File: src/rtl/seq_match_ctrl.sv
// -----------------------------------------------------------------------------
// seq_match_ctrl - programmable serial pattern-match controller
//
// Software loads a pattern, its length, an overlap mode and a target match
// count, then starts a run. During RUN each valid serial bit is shifted into a
// history register and compared against the pattern. Every match gives a
// one-cycle pulse on z and bumps match_cnt. The run ends when match_cnt reaches
// the target (non-zero), or when abort is asserted.
//
// Optional feature (macro SEQ_TIMEOUT_EN): adds parameter TO_W, input
// to_limit and output timeout. When enabled, a run also ends after to_limit
// RUN cycles without a match.
//
// Ports:
//   clk, rst             rising-edge clock, asynchronous active-high reset
//   cfg_we               config write strobe (honoured in IDLE/DONE only)
//   cfg_pattern          pattern; bit [len-1] is received first, bit [0] last
//   cfg_len              pattern length (clamped to MAXLEN on write)
//   cfg_overlap          1 = overlapping matches allowed
//   cfg_target           match count that ends a run; 0 = free-running
//   start, abort         run control
//   x, x_valid           serial data bit and its qualifier
//   z                    one-cycle match pulse
//   busy, done           high in RUN / DONE
//   match_cnt            matches counted this run (saturating)
//   to_limit, timeout    (SEQ_TIMEOUT_EN only) idle-cycle limit and flag
// -----------------------------------------------------------------------------
module seq_match_ctrl #(
  parameter int MAXLEN = 8,
  parameter int LEN_W  = 4,
  parameter int CNT_W  = 8
`ifdef SEQ_TIMEOUT_EN
  , parameter int TO_W = 16
`endif
) (
  input  logic              clk,
  input  logic              rst,
  input  logic              cfg_we,
  input  logic [MAXLEN-1:0] cfg_pattern,
  input  logic [LEN_W-1:0]  cfg_len,
  input  logic              cfg_overlap,
  input  logic [CNT_W-1:0]  cfg_target,
  input  logic              start,
  input  logic              abort,
  input  logic              x,
  input  logic              x_valid,
`ifdef SEQ_TIMEOUT_EN
  input  logic [TO_W-1:0]   to_limit,
  output logic              timeout,
`endif
  output logic              z,
  output logic              busy,
  output logic              done,
  output logic [CNT_W-1:0]  match_cnt
);

  typedef enum logic [1:0] {S_IDLE, S_RUN, S_DONE} state_t;

  state_t              r_state;
  state_t              w_state_next;

  logic [MAXLEN-1:0]   r_pattern;
  logic [LEN_W-1:0]    r_len;
  logic                r_overlap;
  logic [CNT_W-1:0]    r_target;

  logic [MAXLEN-1:0]   r_hist;
  logic [LEN_W-1:0]    r_fill;
  logic                r_z;
  logic [CNT_W-1:0]    r_cnt;

  logic                w_accept;
  logic                w_start_run;
  logic [MAXLEN-1:0]   w_window;
  logic [MAXLEN-1:0]   w_mask;
  logic                w_bits_eq;
  logic                w_fill_ok;
  logic                w_match;
  logic                w_hit_target;
  logic [CNT_W-1:0]    w_cnt_inc;

  // Abort has priority over a matching bit, so it blocks acceptance outright.
  assign w_accept    = (r_state == S_RUN) && x_valid && !abort;
  assign w_start_run = (r_state != S_RUN) && start;

  // Candidate window including the bit arriving this cycle.
  assign w_window = {r_hist[MAXLEN-2:0], x};

  // Only the low len bits take part in the comparison.
  for (genvar gi = 0; gi < MAXLEN; gi++) begin : g_mask
    assign w_mask[gi] = (r_len > LEN_W'(gi));
  end

  assign w_bits_eq = (((w_window ^ r_pattern) & w_mask) == '0);
  // Extra bit keeps fill+1 from wrapping when MAXLEN fills the LEN_W range.
  assign w_fill_ok = ((LEN_W+1)'(r_fill) + (LEN_W+1)'(1)) >= (LEN_W+1)'(r_len);
  assign w_match   = w_accept && (r_len != '0) && w_bits_eq && w_fill_ok;

  assign w_cnt_inc    = (r_cnt == '1) ? r_cnt : r_cnt + CNT_W'(1);
  assign w_hit_target = w_match && (r_target != '0) &&
                        (((CNT_W+1)'(r_cnt) + (CNT_W+1)'(1)) == (CNT_W+1)'(r_target));

`ifdef SEQ_TIMEOUT_EN
  logic [TO_W-1:0] r_to_cnt;
  logic            r_timeout;
  logic            w_to_hit;

  // Fires on the cycle that completes to_limit RUN cycles since start or the
  // last match; a match or abort on that same cycle takes precedence.
  assign w_to_hit = (r_state == S_RUN) && !abort && !w_match && (to_limit != '0) &&
                    (((TO_W+1)'(r_to_cnt) + (TO_W+1)'(1)) == (TO_W+1)'(to_limit));
  assign timeout  = r_timeout;

  always_ff @(posedge clk or posedge rst) begin
    if (rst) begin
      r_to_cnt  <= '0;
      r_timeout <= 1'b0;
    end else if (w_start_run) begin
      r_to_cnt  <= '0;
      r_timeout <= 1'b0;
    end else if (r_state == S_RUN) begin
      if (w_match)
        r_to_cnt <= '0;
      else if (r_to_cnt != '1)
        r_to_cnt <= r_to_cnt + TO_W'(1);
      if (w_to_hit)
        r_timeout <= 1'b1;
    end
  end
`endif

  // State register
  always_ff @(posedge clk or posedge rst) begin
    if (rst)
      r_state <= S_IDLE;
    else
      r_state <= w_state_next;
  end

  // Next-state logic
  always_comb begin
    w_state_next = r_state;
    case (r_state)
      S_IDLE, S_DONE: begin
        if (start)
          w_state_next = S_RUN;
      end
      S_RUN: begin
        if (abort)
          w_state_next = S_IDLE;
        else if (w_hit_target)
          w_state_next = S_DONE;
`ifdef SEQ_TIMEOUT_EN
        else if (w_to_hit)
          w_state_next = S_DONE;
`endif
      end
      default: w_state_next = S_IDLE;
    endcase
  end

  // Configuration, history, fill and match bookkeeping
  always_ff @(posedge clk or posedge rst) begin
    if (rst) begin
      r_pattern <= '0;
      r_len     <= '0;
      r_overlap <= 1'b0;
      r_target  <= '0;
      r_hist    <= '0;
      r_fill    <= '0;
      r_z       <= 1'b0;
      r_cnt     <= '0;
    end else begin
      r_z <= w_match;

      if (cfg_we && (r_state != S_RUN)) begin
        r_pattern <= cfg_pattern;
        r_len     <= (cfg_len > LEN_W'(MAXLEN)) ? LEN_W'(MAXLEN) : cfg_len;
        r_overlap <= cfg_overlap;
        r_target  <= cfg_target;
      end

      if (w_start_run) begin
        r_hist <= '0;
        r_fill <= '0;
        r_cnt  <= '0;
      end else if (w_accept) begin
        r_hist <= w_window;
        // Non-overlap mode forgets the matched bits by restarting fill.
        if (w_match && !r_overlap)
          r_fill <= '0;
        else if (r_fill != LEN_W'(MAXLEN))
          r_fill <= r_fill + LEN_W'(1);
        if (w_match)
          r_cnt <= w_cnt_inc;
      end
    end
  end

  assign z         = r_z;
  assign busy      = (r_state == S_RUN);
  assign done      = (r_state == S_DONE);
  assign match_cnt = r_cnt;

endmodule

File: config.mk
export PLATFORM = sky130hd
export DESIGN_NAME = seq_match_ctrl
export DESIGN_NICKNAME = d
export VERILOG_FILES = /design/src/rtl/seq_match_ctrl.sv
export SDC_FILE = /design/constraint.sdc
export NUM_CORES = 1
export LEC_CHECK = 0
export CAP_MARGIN = 25
export CORE_MARGIN = 1
export CORE_UTILIZATION = 50
export DETAILED_ROUTE_END_ITERATION = 6
export GPL_TIMING_DRIVEN = 0
export PLACE_DENSITY_LB_ADDON = 0.25
export SLEW_MARGIN = 20
export SYNTH_ARGS = -nofsm -noshare
export SYNTH_HDL_FRONTEND = slang
export SYNTH_SLANG_ARGS = --single-unit
File: constraint.sdc
create_clock -name clk -period 6.42 [get_ports clk]
set_input_delay 1.926 -clock clk [delete_from_list [all_inputs] [get_ports clk]]
set_output_delay 1.926 -clock clk [all_outputs]
set_load 0.01 [all_outputs]
== Word level (Yosys, flattened, before mapping) ==
Cells that the tools add are included.

* Word-level logic and storage cells: 72
* Memory bits (read-only): 0
* Output and inout bits: 11
* Memories: 0
* Input bits: 28
* Bits in writable memories: 0
* Register bits: 43
* Bits in latches: 0

* Multiplexer cells: 15
* Add/subtract/negate cells: 4
* Shifts and indexed selects: 0
* Div/mod/pow operators: 0
* Order comparisons: 10
* Reductions and logical operators: 23
* Bitwise gates (word level): 2
* $mul: 0
* Eq/ne operators: 9

{| class="wikitable"
|+ Operator list
! kind !! number
|-
| $mux 8 || 4
|-
| $mux 4 || 5
|-
| $gt 4x3->1 const B || 4
|-
| $mux 7 || 2
|-
| $logic_and 1x1->1 || 10
|-
| $add 8x1->9 const B || 1
|-
| $eq 9x8->1 || 1
|-
| $add 8x1->8 const B || 1
|-
| $and 8x8->8 || 1
|-
| $eq 8x8->1 const B || 1
|-
| $gt 4x1->1 const B || 2
|-
| $gt 4x2->1 const B || 2
|-
| $logic_not 8->1 || 1
|-
| $reduce_bool 8->1 || 1
|-
| $xor 8x8->8 || 1
|-
| $mux 2 || 3
|-
| $add 4x1->5 const B || 1
|-
| $ge 5x4->1 || 1
|-
| $add 4x1->4 const B || 1
|-
| $gt 4x4->1 const B || 1
|-
| $ne 2x2->1 const B || 2
|-
| $ne 4x4->1 const B || 1
|-
| $pmux 2 s2 || 1
|-
| $reduce_and 2->1 || 2
|-
| other kinds (11) || 13
|}

== Depth between registers and ports, before layout ==
Gate-level depths: netlist of run 1.

* Depth in word-level cells: 11
* Gate-level depth with buffers: 9
* Mapped depth without buffers: 8

== Worst setup path after synthesis of run 1 ==
Ideal clock, no wire load.

* Kind: input to register
* Start: input abort
* End: register r_cnt[4], in the netlist match_cnt[4]
* Arrival time: 3.453 ns
* Stages on the path: 7
* Setup time: 0.066 ns
* Path slack: 2.901 ns
* Data required time: 6.354 ns
* Path through: and4bb_1 -> buf_6 -> o21ai_2 -> a2111oi_4 -> nand3_2 -> or4_1 -> nand2_1

* Word-level cells in the longest chain between the ends: 7
* Elaborated cells between the ends (all ways): 8

{| class="wikitable"
|+ RTL lines
! what !! line !! source
|-
| start, declared || 44 || <nowiki>input logic abort,</nowiki>
|-
| $logic_not 1->1 (*) || 83 || <nowiki>assign w_accept = (r_state == S_RUN) && x_valid && !abort;</nowiki>
|-
| $logic_and 1x1->1 (*) || 83 ||
|-
| $logic_and 1x1->1 (3 in series) || 97 || <nowiki>assign w_match = w_accept && (r_len != '0) && w_bits_eq && w_fill_ok;</nowiki>
|-
| $reduce_bool 2->1 (no line) || - ||
|-
| $reduce_and 3->1 (no line) (*) || - ||
|-
| end signal, assigned || 195 || <nowiki>r_cnt <= w_cnt_inc;</nowiki>
|-
| end, declared || 70 || <nowiki>logic [CNT_W-1:0] r_cnt;</nowiki>
|}

Mark *: on every way between the ends. The rest lies on a longest branch, timed or not.
A chain may end at the register's enable or synchronous reset.

== Worst setup path in the final report of run 1 ==
* Start: input abort
* End: register r_cnt[2], in the netlist match_cnt[2]

The elaborated chain is that of the path after synthesis.

==> results.toml, run 1 <==
[status]
outcome = "finished clean"

[yosys]
syn_nets = 272
synth-edff-count = 0
synth.ff_latch_count = 43
synth.top_cell.area_share_pct = 43.9
synthTopCellsByCount = "43 x dfrtp_1, 30 x nand2_1, 18 x mux2_2"
syn_area_um2 = 2450
synth-async-reset-ratio_pct = 100
yosysMostFrequentCell = "dfrtp_1"
synth-warning-count = 0
syn_area_per_cell_um2 = 10.3
synth_area_leaders = "dfrtp_1 44%, mux2_2 8.3%, xnor2_1 5.7%"
yosysSeqAreaShare_pct = 43.9
netlist_instances = 237
synth_top_area_cell = "dfrtp_1"
synthFlopType = "dfrtp_1"
synth_cell_types = 49

[clock_network]
ctsLongestPathBuffers = 2
post_cts_buffers = 0
hold_buffers = 0
htreeDepth = 2
numCtsBuffers = 5
cts_resized = 0
path_clk_slew_ns = 0.08
worstSkewPairLatency_ns = 0.30
clock-root-buffer = "clkbuf_8"
cts_tree = "done"
cts.sinks = 43

[placed_design]
hpwl_um = 3640
dp.cells = 343
gp_congestion = 0.834
place_area_um2 = 2940
port_buffers = 38

[detailed_routing]
routed_wl_um = 4810
ant_nets = 0
vias_per_cell = 5.41
drc_errors = 0
firstDrtPassIters = 4
vias = 1900
drt_iter0_drc = 143
wl_per_cell_um = 13.7

[global_routing]
grt_max_degree = 23
grt_usage_pct = 20.5
grt_pass1_wl_um = 8220
antenna_found_initial = 0
grt_overflow_total = 0
first_global_vias = 1768

[setup_path]
critPathCaptureType = "flip-flop"
critPathMaxStageDelay_ns = 0.46
crit_chain = "clkdlybuf4s50_1 -> and4bb_1 -> buf_6 -> o21ai_2 -> a2111oi_4 -> nand3_1 -> mux2_1 -> mux2i_1"
rrSetupSlack_ns = 3.86
cp.required_ns = 6.64
slowest_stage = "a2111oi_4"
critPathBufInv = 2
crit_family = "simple AND/OR/NAND/NOR gates"
path_class = "primary input to flip-flop"
worst_setup_path_start_kind = "primary input"
cp_max_fo = 8
arrival_ns = 4.14

[sta]
layout_worst_path_cycle_share_pct = 61.0
slew_headroom_pct = 61.8
worst_pin_slew_ns = 0.573
slew_violations = 0
rsz0062_at_grt = "no"
final.min_clock_period_ns = 3.92
max_freq_mhz = 255
hold_viol = 0
tns_ns = 0
setup_violations = 0
skew_ns = 0.00475

[power_and_ir_drop]
seq_power_share_pct = 48.6
switching_share_pct = 29.6
ir_worst_vdd_mv = 0.160
cellPowerDensity_nw_per_um2 = 230
p_leak_nw = 1.29
p_int_uw = 494
combPwrFrac_pct = 24.0
p_clk_share_pct = 27.4
p_sw_uw = 208

[floorplan]
die_w_um = 72.0
core_um2 = 4720
die_h_um = 72.0
io_pins = 39
dieArea_um2 = 5190
rows = 25
initial_core_util_pct = 51.9

[cells_and_area]
areaGrowthSynthToFinish_pct = 24.3
utilization_pct = 64.5
n_antenna_cell = 0
drive_above_1_share_pct = 15.5
fillers = 380
final_cell_count_no_fill = 351
nNetsFinal = 318
final_cell_area_um2 = 3050

[job]
max_cap_viol_count = 0

[hold_path]
hold_class = "flip-flop to flip-flop"
## metal layers
layer	global-route usage, %	share of wire [%]
met2	32.9	48
met4	6.32	1.2
met5	0	0
met1	28.2	48
met3	4.17	3.2
## final timing paths
check                      startpoint           end  depth (start not counted)
min reg2reg                r_state[0]    r_state[0]                          1
min in group asynchronous         rst  r_pattern[4]                          2
max reg2reg                 r_fill[0]  match_cnt[2]                          8
max in group asynchronous         rst   r_target[1]                          3
max                             abort  match_cnt[2]                          8
min                        r_state[0]    r_state[0]                          1
## logic make-up after synthesis
logic type               synth area share (%)
flip-flops                               43.9
AND/OR/NAND/NOR                          16.7
adder cells (fa/ha/maj)                  3.57
multiplexers                             9.95
XOR/XNOR                                 7.45
AO/OA/AOI/OAI                            13.1
buffers and inverters                    5.31
## layout make-up
type | instances | area (µm²) | area share, %
well taps | 67 | 83.8 | 2.75
plain buffers | 10 | 88.8 | 2.92
inverters | 11 | 41.3 | 1.36
repair buffers | 39 | 408 | 13.4
clock inverters | 1 | 7.51 | 0.246
clock buffers | 7 | 96.3 | 3.16
flip-flops and latches | 43 | 1080 | 35.3
multi-input cells | 173 | 1240 | 40.9
## per-stage QoR
step	hold WS [ns]	setup slack [ns]	power [mW]
after floorplan	0.467	2.90	0.460
after global placement	0.495	2.23	0.506
after detailed placement	0.498	2.22	0.515
after CTS	0.515	2.50	0.707
after global routing	0.540	2.35	0.743
final	0.516	2.50	0.701
## state kept, by name, summed over array words and instances, names as in the netlist
register,cells
r_fill,4
r_target,8
z,1
r_overlap,1
match_cnt,8
r_len,4
r_pattern,8
r_state,2
r_hist,7
## power groups by stage
stage	clock (mW)	sequential, mW	combinational, mW
2_1_floorplan	0	0.335	0.125
3_3_place_gp	0	0.344	0.161
3_5_place_dp	0	0.346	0.169
4_1_cts	0.197	0.340	0.170
5_1_grt	0.209	0.346	0.189
6_report	0.192	0.341	0.168
## worst register-to-register path, cell delays in order, from the launching register on
cell	delay, ns
dfrtp_1	0.43
ha_1	0.28
xor2_1	0.19
ha_1	0.28
o21ai_0	0.06
o21ai_0	0.41
nand3_1	0.33
mux2_1	0.39
mux2i_1	0.13
## cell usage in the layout (no fill, tap or decap), types with 2 or more instances in the layout
master,netlist,final
nor2_1,3,3
o22ai_1,2,2
a21oi_1,9,9
a31oi_1,3,3
mux2_2,18,18
clkbuf_1,2,2
xor2_1,3,3
xnor2_1,16,16
a211oi_1,3,3
nand2b_1,6,6
inv_1,11,10
or4_1,2,2
clkdlybuf4s50_1,0,38
nand4_1,2,2
nor3b_1,2,2
a21o_1,5,5
nor2b_1,3,3
and2_2,2,2
clkbuf_8,2,9
o21ai_0,17,17
nand3_1,9,9
nand2_1,30,30
nor3_1,3,3
mux2i_1,3,3
and3_1,3,3
buf_6,4,4
ha_1,7,7
and4_1,2,2
o211ai_1,2,2
dfrtp_1,43,43
Note: power is estimated with default switching activity, not from simulation.
==> run 2, diff against run 1 <==
==> constraint.sdc (replaced) <==
create_clock -name clk -period 4.1 [get_ports clk]
set_input_delay 1.23 -clock clk [delete_from_list [all_inputs] [get_ports clk]]
set_output_delay 1.23 -clock clk [all_outputs]
set_load 0.01 [all_outputs]
==> results of run 2 <==
The final DEF is identical to that of run 1. Status: finished clean.
Among the figures that moved: setup slack after placement 2.22 ns -> 0.591 ns; setup slack after layout 2.50 ns -> 0.879 ns; register-to-register setup slack 3.86 ns -> 1.54 ns; total power 0.701 mW -> 1.10 mW; worst IR drop on VDD 0.160 mV -> 0.250 mV
